--- config.mk ---
export PLATFORM = sky130hd
export DESIGN_NAME = encoder_pipeline_sequencer
export DESIGN_NICKNAME = d
export VERILOG_FILES = /design/src/rtl/encoder_pipeline_sequencer.sv
export SDC_FILE = /design/constraint.sdc
export NUM_CORES = 1
export LEC_CHECK = 0
export CAP_MARGIN = 20
export CORE_MARGIN = 5
export CORE_UTILIZATION = 49
export CTS_CLUSTER_SIZE = 10
export DETAILED_ROUTE_END_ITERATION = 16
export GPL_TIMING_DRIVEN = 0
export PLACE_DENSITY_LB_ADDON = 0.08
export SLEW_MARGIN = 20
export SYNTH_ARGS = -nofsm -noshare
export SYNTH_HDL_FRONTEND = slang
export SYNTH_SLANG_ARGS = --single-unit
--- constraint.sdc ---
create_clock -name general_clk -period 2.2 [get_ports general_clk]
set_clock_uncertainty 0.1 [all_clocks]
set_input_delay 0.33 -clock general_clk [delete_from_list [all_inputs] [get_ports general_clk]]
set_output_delay 0.33 -clock general_clk [all_outputs]
set_load 0.03 [all_outputs]
--- src/rtl/encoder_pipeline_sequencer.sv ---
// Sequencer for the 3-stage arithmetic-encoder pipeline.
// It valid-gates the register enables and frames each symbol stream with clear, drain and flush phases.
module encoder_pipeline_sequencer #(
  parameter int CNT_WIDTH = 16
) (
  input  logic                 general_clk,
  input  logic                 reset,
  input  logic                 start,
  input  logic                 in_valid,
  input  logic                 in_last,
  output logic                 in_ready,
  input  logic                 out_ready,
  output logic                 out_valid,
  output logic                 en_1_2,
  output logic                 en_2_3,
  output logic                 en_final,
  output logic                 enc_clear,
  output logic                 flush_req,
  input  logic                 flush_ack,
  output logic                 frame_done,
  output logic                 busy,
  output logic [CNT_WIDTH-1:0] sym_count
);

  typedef enum logic [2:0] {
    IDLE  = 3'd0,
    CLEAR = 3'd1,
    RUN   = 3'd2,
    DRAIN = 3'd3,
    FLUSH = 3'd4,
    DONE  = 3'd5
  } state_t;

  localparam logic [CNT_WIDTH-1:0] CNT_MAX = {CNT_WIDTH{1'b1}};
  localparam logic [CNT_WIDTH-1:0] CNT_ONE = {{(CNT_WIDTH-1){1'b0}}, 1'b1};

  state_t                 state_r;
  state_t                 state_s;
  logic                   v1_r;
  logic                   v2_r;
  logic                   v3_r;
  logic                   flush_req_r;
  logic [CNT_WIDTH-1:0]   cnt_r;
  logic                   advance_s;
  logic                   in_ready_s;
  logic                   fire_s;

  // Global stall only when a final word is pending and not taken.
  assign advance_s  = !v3_r || out_ready;
  assign in_ready_s = advance_s && (state_r == RUN);
  assign fire_s     = in_valid && in_ready_s;

  // Next-state decode for the frame sequencer.
  always_comb begin
    state_s = state_r;
    case (state_r)
      IDLE: begin
        if (start) state_s = CLEAR;
        else       state_s = IDLE;
      end
      CLEAR: state_s = RUN;
      RUN: begin
        if (fire_s && in_last) state_s = DRAIN;
        else                   state_s = RUN;
      end
      DRAIN: begin
        if (!v1_r && !v2_r && !v3_r) state_s = FLUSH;
        else                         state_s = DRAIN;
      end
      FLUSH: begin
        if (flush_ack) state_s = DONE;
        else           state_s = FLUSH;
      end
      DONE:    state_s = IDLE;
      default: state_s = IDLE;
    endcase
  end

  // State register and registered flush request.
  always_ff @(posedge general_clk or negedge reset) begin
    if (!reset) begin
      state_r     <= IDLE;
      flush_req_r <= 1'b0;
    end else begin
      state_r     <= state_s;
      flush_req_r <= (state_s == FLUSH);
    end
  end

  // Pipeline valid bits: shift on advance, hold under stall.
  always_ff @(posedge general_clk or negedge reset) begin
    if (!reset) begin
      v1_r <= 1'b0;
      v2_r <= 1'b0;
      v3_r <= 1'b0;
    end else if (advance_s) begin
      v1_r <= fire_s;
      v2_r <= v1_r;
      v3_r <= v2_r;
    end else begin
      v1_r <= v1_r;
      v2_r <= v2_r;
      v3_r <= v3_r;
    end
  end

  // Saturating per-frame symbol counter, zeroed while clearing the encoder.
  always_ff @(posedge general_clk or negedge reset) begin
    if (!reset) begin
      cnt_r <= {CNT_WIDTH{1'b0}};
    end else if (state_r == CLEAR) begin
      cnt_r <= {CNT_WIDTH{1'b0}};
    end else if (fire_s && (cnt_r != CNT_MAX)) begin
      cnt_r <= cnt_r + CNT_ONE;
    end else begin
      cnt_r <= cnt_r;
    end
  end

  assign in_ready   = in_ready_s;
  assign out_valid  = v3_r;
  assign en_1_2     = fire_s;
  assign en_2_3     = advance_s && v1_r;
  assign en_final   = advance_s && v2_r;
  assign enc_clear  = (state_r == CLEAR);
  assign flush_req  = flush_req_r;
  assign frame_done = (state_r == DONE);
  assign busy       = (state_r != IDLE);
  assign sym_count  = cnt_r;

endmodule

Word level (Yosys, flattened, before mapping):

Cells that the tools add are included.

* bits of input ports: 7
* bits in registers: 23
* logic and storage cells: 36
* output and inout bits: 25

* eq/ne operators: 7
* add/sub/neg operators: 1
* mux-type cells: 7
* reduce and logical (&&, ||, !) cells: 15

Operator list (number)
* 2-to-1 mux 16 bit: 2
* adder 16 x 1 -> 16 bit (second input constant): 1
* inequality test 16 bit (second input constant): 1
* case mux 3 bit (5 select lines): 1
* equality test 3 bit (second input constant): 3
* logical AND 1 bit: 8
* equality test 3 x 2 -> 1 bit (second input constant): 2
* equality test 3 x 1 -> 1 bit (second input constant): 1
* logical NOT 1 bit: 3
* logical NOT 3 bit: 1
* 2-to-1 mux 1 bit: 3
* 2-to-1 mux 3 bit: 1
* nonzero test 3 bit: 1
* nonzero test 2 bit: 1
* logical OR 1 bit: 1

Longest topological paths before layout:

Gate-level depths: netlist (run 1).

* depth in word-level cells: 8
* depth in mapped cells: 6
* depth with buffers taken out: 5

Least setup slack after synthesis (run 1):

OpenSTA, ideal clock, no wires.

* path type: reg2reg
* from: register cnt_r[0], in the netlist sym_count[0]
* to: register cnt_r[2], in the netlist sym_count[2]
* path buffers: 0
* arrival: 1.800 ns
* period minus slack after synthesis: 1.982 ns
* stages on the path, launching flop included: 6
* slack: 0.218 ns
* setup time: 0.082 ns
* required time: 2.018 ns
* cells stage by stage: dfrtp_1 -> ha_1 -> nand4_1 -> or4_1 -> nand3_1 -> mux2i_1

* longest elaborated chain between the ends: 3
* elaborated cells between the ends (all ways): 6
* classes of those cells: add/sub (1); eq/ne (1); mux (2); reduce/logical (2)

RTL lines
* from (decl): line 43 `logic [CNT_WIDTH-1:0] cnt_r;`
* from (signal assigned): line 110 `cnt_r <= {CNT_WIDTH{1'b0}};`
* from (signal assigned): line 112 `cnt_r <= {CNT_WIDTH{1'b0}};`
* from (signal assigned): line 114 `cnt_r <= cnt_r + CNT_ONE;`
* adder 16 x 1 -> 16 bit or inequality test 16 bit (tied branches): line 114, 113
* 2-to-1 mux 16 bit or logical AND 1 bit (tied branches): line 113 `end else if (fire_s && (cnt_r != CNT_MAX)) begin`
* 2-to-1 mux 16 bit or nonzero test 2 bit (tied branches)

Several ways; a longest one is shown, not always the timed one. The select of a mux whose other input is x is not followed.
A chain may end at the register's enable or synchronous reset.

Worst setup path in the final report (run 1):

* from: register state_r[1]
* to: output port enc_clear

* longest elaborated chain between the ends: 1

RTL lines
* from (decl): line 37 `state_t state_r;`
* from (signal assigned): line 85 `state_r <= state_s;`
* equality test 3 x 1 -> 1 bit: line 125 `assign enc_clear = (state_r == CLEAR);`
* to (decl): line 17 `output logic enc_clear,`

Every way passes these cells.

==> results_dict.tcl, run 1 <==
set metrics [dict create \
    powerDensity_nw_per_um2 952 \
    place.gp.congestion 0.772 \
    netlist_top_cells_area "dfrtp_1 42%, o31ai_1 4.4%, nand2_1 3.9%" \
    grt_pass1_vias 1250 \
    critPathKind "flip-flop to output pin" \
    timing.hold.ws_ns 0.406 \
    port_buffers 31 \
    syn_inst 136 \
    viasPerCell 5.94 \
    die_area_um2 3940 \
    peakVddDrop_mv 0.796 \
    syn-num-nets 144 \
    place_ws_ns -0.226 \
    power.leakage_nw 0.729 \
    critPathRequiredTime_ns 1.77 \
    critical-path-max-stage-delay_ns 0.47 \
    start_util 0.503 \
    remaining_drc_errors 0 \
    setup_ws_ns 0.0846 \
    synth.avg_cell_area_um2 10.0 \
    maxCapViolCount 0 \
    grt-ovfl-total 0 \
    wl_mm 3.19 \
    wl_per_cell_um 15.8 \
    path_delay_family "flip-flops" \
    crit_path_cell_trace "or3b_4 > clkinv_2 > buf_6 > clkbuf_4" \
    num_rows 19 \
    hold_class "input pin to async pin" \
    via_count 1199 \
    htree_num_levels 1 \
    synth_cell_type_count 45 \
    relSlewSlack 0.643 \
    coreArea_um2 2710 \
    setup_viol 0 \
    final_common_cell "clkdlybuf4s50_1" \
    grt_start_max_net_pins 24 \
    min_period_ns 2.12 \
    period_share 0.962 \
    first_iter_violations 34 \
    nNetsFinal 180 \
    syn_area_um2 1360 \
    synth_edf_count 0 \
    crit_buf_inv 3 \
    clk_latency_ns 0.32 \
    dp_hpwl_mm 2.33 \
    antenna_found_initial 0 \
    cts_tree "yes" \
    async_flop_share 1.00 \
    diodes 0 \
    clk_pin_slew_ns 0.13 \
    synth_seq_cells 23 \
    grtUsageTotal 0.178 \
    die_h_um 62.7 \
    drt_first_pass_iters 4 \
    tightestPinTransition_ns 0.536 \
    slowest_stage "dfrtp_2" \
    worstPathMaxFanout 10 \
    yosysTopAreaCellShare 0.422 \
    start_kind "flip-flop" \
    crit_arrival_ns 1.69 \
    finalHoldViolations 0 \
    drtAntennaViolNets 0 \
    synthToLayoutAreaGrowth_pct 27.9 \
    synth-main-ff-cell "dfrtp_1" \
    mostFrequentLayoutCells "24 x clkdlybuf4s50_1, 21 x dfrtp_1, 14 x nand2_1, 9 x a21oi_1, 8 x o31ai_1" \
    fmax_mhz 473 \
    io_pins 32 \
    clock_path_buffers 2 \
    rsz0062_at_grt "no" \
    yosysSeqAreaShare 0.422 \
    yosysTopAreaCell "dfrtp_1" \
    die_w_um 62.7 \
    instances_no_fill 202 \
    crit_path_end_kind "output pin" \
    yosysWarnings 0 \
    drv_slew 0 \
    cts_inserted_buffers 3 \
    grt_pass1_wl_mm 5.77 \
    clockRootBuffer "clkbuf_4" \
    dp_cells 198 \
    outcome "completed" \
    layout-drive-gt1-share 0.181 \
    cts_sinks 23 \
]
## path summary, 6_finish.rpt
kind / start / end / slack [ns] / depth (start not counted)
worst max-delay path: state_r[1]$_DFF_PN0_ / enc_clear / 0.08 / 4
worst min-delay path: reset / state_r[1]$_DFF_PN0_ / 0.41 / 2
worst max register to register: sym_count[0]$_DFFE_PN0P_ / sym_count[2]$_DFFE_PN0P_ / 0.19 / 5
worst min register to register: v1_r$_DFFE_PN0N_ / v1_r$_DFFE_PN0N_ / 0.41 / 2
max in group asynchronous: reset / state_r[2]$_DFF_PN0_ / 1.21 / 2
min in group general_clk: v1_r$_DFFE_PN0N_ / v1_r$_DFFE_PN0N_ / 0.41 / 2
## synth_stat cells, types with 2 or more instances
| library cell | n |
|---|---|
| and2_1 | 3 |
| and3_1 | 3 |
| nand3_1 | 6 |
| buf_6 | 3 |
| or4_4 | 2 |
| a21oi_1 | 9 |
| mux2i_1 | 4 |
| nor2_1 | 2 |
| a21oi_2 | 2 |
| nand4_1 | 5 |
| or3_1 | 2 |
| dfrtp_1 | 23 |
| and3b_2 | 2 |
| o21ai_0 | 3 |
| and4_1 | 2 |
| nor2b_1 | 2 |
| nor4_1 | 2 |
| nor3_1 | 5 |
| or4_1 | 7 |
| nand2_1 | 14 |
| nand2b_1 | 4 |
| o31ai_1 | 8 |
## metrics by stage
stage           util  TNS (ns)  power, mW  cell area (um^2)
6_report       0.643         0       1.66              1740
5_1_grt        0.643         0       1.78              1740
4_1_cts        0.639         0       1.67              1730
3_5_place_dp   0.632    -0.606       1.50              1710
3_3_place_gp   0.632    -0.486       1.47              1710
2_1_floorplan      -         0       1.19              1360
## metal layers
layer / track usage / vias up / part of all wire
met3: 0.0360 / 4 / 0.036
li1: - / 597 / -
met1: 0.230 / 578 / 0.47
met5: 0 / - / 0
met2: 0.293 / 20 / 0.48
met4: 0.0663 / 0 / 0.012
## worst register-to-register path, delay by kind of cell, from the launching register on
kind	cells	cell delay (ns)
adders and majority gates	1	0.24
DFF	1	0.45
muxes	1	0.19
and+or+nand+nor	3	0.97
## report_power, final
| group | internal (mW) | switching, mW |
|---|---|---|
| clock | 0.0709 | 0.126 |
| sequential | 0.513 | 0.102 |
| combinational | 0.362 | 0.486 |
## kinds of logic (layout without fill, tap and decap cells)
family	count (synthesis)	count (layout)	share of synthesized area
compound gates	28	28	0.141
flops	23	23	0.422
fa+ha+maj	1	1	0.00918
simple gates	71	71	0.347
buf+inv	8	43	0.0422
mux	5	5	0.0376
## sequential cells by signal, summed over array words and instances (netlist names)
name / cells
sym_count: 16
state_r: 3
flush_req: 1
out_valid: 1
v1_r: 1
v2_r: 1
## area by class of cell
cell class	count	area [um^2]
sequential	23	578
inverter	3	12.5
multi-input combinational	105	737
clock buffer	4	26.3
timing repair buffer	32	309
fill	234	967
buffer	4	41.3
tap	31	38.8
## repair_timing
action                                 4_1_cts  5_1_grt
endpoints found under the hold margin        0       23
resized for setup                           15        2
setup endpoints to repair                    6        2
hold buffers                                 0        1
buffers inserted                             0        0
pin swaps                                    0        0
(Power assumes the default switching activity.)
==> inputs of run 2 (changes only) <==
==> constraint.sdc (replaced) <==
create_clock -name general_clk -period 2.3 [get_ports general_clk]
set_clock_uncertainty 0.1 [all_clocks]
set_input_delay 0.345 -clock general_clk [delete_from_list [all_inputs] [get_ports general_clk]]
set_output_delay 0.345 -clock general_clk [all_outputs]
set_load 0.03 [all_outputs]
==> results_dict.tcl, run 2 (synthesis gave the netlist of run 1 again) <==
set metrics [dict create \
    switching_power_mw 0.687 \
    antenna_found_initial 0 \
    powerDensity_nw_per_um2 914 \
    via_count 1201 \
    slowest_stage "dfrtp_1" \
    seqCellArea_um2 578 \
    finalHoldViolations 0 \
    coreArea_um2 2710 \
    critical-path-max-stage-delay_ns 0.40 \
    outcome "completed" \
    grt_pass1_vias 1259 \
    pwr-share-comb 0.512 \
    largest_reg_flops 16 \
    path_delay_family "buffers and inverters" \
    peakVddDrop_mv 0.750 \
    start_util 0.503 \
    pwr-share-clk 0.118 \
    clock_path_buffers 2 \
    num-fill-cells 234 \
    wl_per_cell_um 15.9 \
    mostFrequentLayoutCells "24 x clkdlybuf4s50_1, 21 x dfrtp_1, 14 x nand2_1, 9 x a21oi_1, 8 x o31ai_1" \
    internal_power_mw 0.905 \
    grt_pass1_wl_mm 5.82 \
    dp_hpwl_mm 2.33 \
    die_area_um2 3940 \
    relSlewSlack 0.522 \
    grt_start_max_net_pins 24 \
    worstPathMaxFanout 10 \
    diodes 0 \
    clk_latency_ns 0.31 \
    power.leakage_nw 0.746 \
    dpl-instance-area_um2 1710 \
    min_period_ns 2.21 \
    crit_path_cell_trace "buf_6 > and4bb_4 > nand2_4 > inv_2 > dlygate4sd2_1" \
    power_frac_seq 0.371 \
    layout-drive-gt1-share 0.169 \
    fmax_mhz 452 \
    rsz0062_at_grt "no" \
    swShare 0.432 \
    grt-ovfl-total 0 \
    first_iter_violations 27 \
    io_pins 32 \
    start_kind "flip-flop" \
    route.met3.wl_um 113 \
    setup_ws_ns 0.0868 \
    maxCapViolCount 0 \
    remaining_drc_errors 0 \
    highest_layer "met4" \
    die_h_um 62.7 \
    hold_class "flip-flop to flip-flop" \
    grtUsageTotal 0.180 \
    tightestPinTransition_ns 0.712 \
    multi_input_area_um2 729 \
    crit_buf_inv 3 \
    setup_viol 0 \
    htree_num_levels 1 \
    wl_mm 3.23 \
    clockRootBuffer "clkbuf_4" \
    cts_tree "yes" \
    place.gp.congestion 0.772 \
    crit_path_end_kind "output pin" \
    finalPower_mw 1.59 \
    met2_length_mm 1.54 \
    place_ws_ns -0.141 \
    drt_first_pass_iters 4 \
    drv_slew 0 \
    die_w_um 62.7 \
    cts_inserted_buffers 3 \
    final_common_cell "clkdlybuf4s50_1" \
    nNetsFinal 181 \
    period_share 0.962 \
    drtAntennaViolNets 0 \
    stdcell_area_um2 1740 \
    crit_arrival_ns 1.77 \
    critPathRequiredTime_ns 1.86 \
    port_buffers 31 \
    cts_sinks 23 \
    num_rows 19 \
    drt-met1-wl_mm 1.52 \
    viasPerCell 5.92 \
    critPathKind "flip-flop to output pin" \
    synthToLayoutAreaGrowth_pct 27.8 \
    clk_pin_slew_ns 0.13 \
]
==> run 2: cell types whose count changed in the layout (fill, tap and decap cells not counted) <==
cell             change
clkbuf_4             -1
buf_2                +1
or3b_1               +1
dlymetal6s2s_1       +1
nor3_1               +1
or3b_4               -1
clkdlybuf4s15_2      -1
nor3_2               -1
buf_4                +1
==> run 2: cell type report <==
| class | count | share of cell area |
|---|---|---|
| Buffer | 5 | 0.0266 |
| Clock buffer | 4 | 0.0151 |
| Inverter | 3 | 0.00718 |
| Multi-Input combinational cell | 105 | 0.419 |
| Sequential cell | 23 | 0.332 |
| Tap cell | 31 | 0.0223 |
| Timing Repair Buffer | 32 | 0.178 |
==> run 2: per-stage QoR <==
step	utilization	TNS (ns)	hold slack, ns	instances
4_1_cts	0.639	0	0.412	202
3_3_place_gp	0.632	-0.222	0.379	198
6_report	0.643	0	0.406	203
5_1_grt	0.643	0	0.441	203
2_1_floorplan	-	0	-0.0506	136
3_5_place_dp	0.632	-0.275	0.382	198
==> run 2: path summary, 6_finish.rpt <==
| kind | from | end | slack [ns] | cells past startpoint |
|---|---|---|---|---|
| hold reg to reg | v1_r$_DFFE_PN0N_ | v1_r$_DFFE_PN0N_ | 0.41 | 2 |
| setup / recovery | state_r[0]$_DFF_PN0_ | en_1_2 | 0.09 | 5 |
| setup reg to reg | sym_count[0]$_DFFE_PN0P_ | sym_count[11]$_DFFE_PN0P_ | 0.29 | 5 |
| min in group asynchronous | reset | state_r[1]$_DFF_PN0_ | 0.43 | 2 |
| max in group asynchronous | reset | state_r[2]$_DFF_PN0_ | 1.29 | 2 |
| hold / removal | v1_r$_DFFE_PN0N_ | v1_r$_DFFE_PN0N_ | 0.41 | 2 |
==> run 2: what timing repair did <==
item | in CTS | in global routing
hold endpoints to repair | 0 | 23
setup endpoints to repair | 5 | 2
setup buffers | 0 | 0
gates resized for setup | 11 | 5
hold buffers | 0 | 1
pin swaps | 0 | 0
==> run 2: worst register-to-register path, stage by stage, from the launching register on <==
cell and delay (ns):
dfrtp_1 0.45, ha_1 0.24, nand4_1 0.18, nor3_1 0.64, or4_1 0.21, a21oi_1 0.06
==> run 2: per-layer routing <==
metal / vias to the layer above / GRT usage
li1: 600 / -
met1: 571 / 0.234
met2: 24 / 0.294
met3: 6 / 0.0324
met4: 0 / 0.0716
met5: - / 0
==> run 2: power groups by stage <==
| stage | sequential [mW] | combinational [mW] | clock [mW] |
|---|---|---|---|
| 2_1_floorplan | 0.649 | 0.486 | 0 |
| 3_3_place_gp | 0.586 | 0.824 | 0 |
| 3_5_place_dp | 0.591 | 0.840 | 0 |
| 4_1_cts | 0.584 | 0.813 | 0.197 |
| 5_1_grt | 0.612 | 0.880 | 0.216 |
| 6_report | 0.590 | 0.814 | 0.187 |
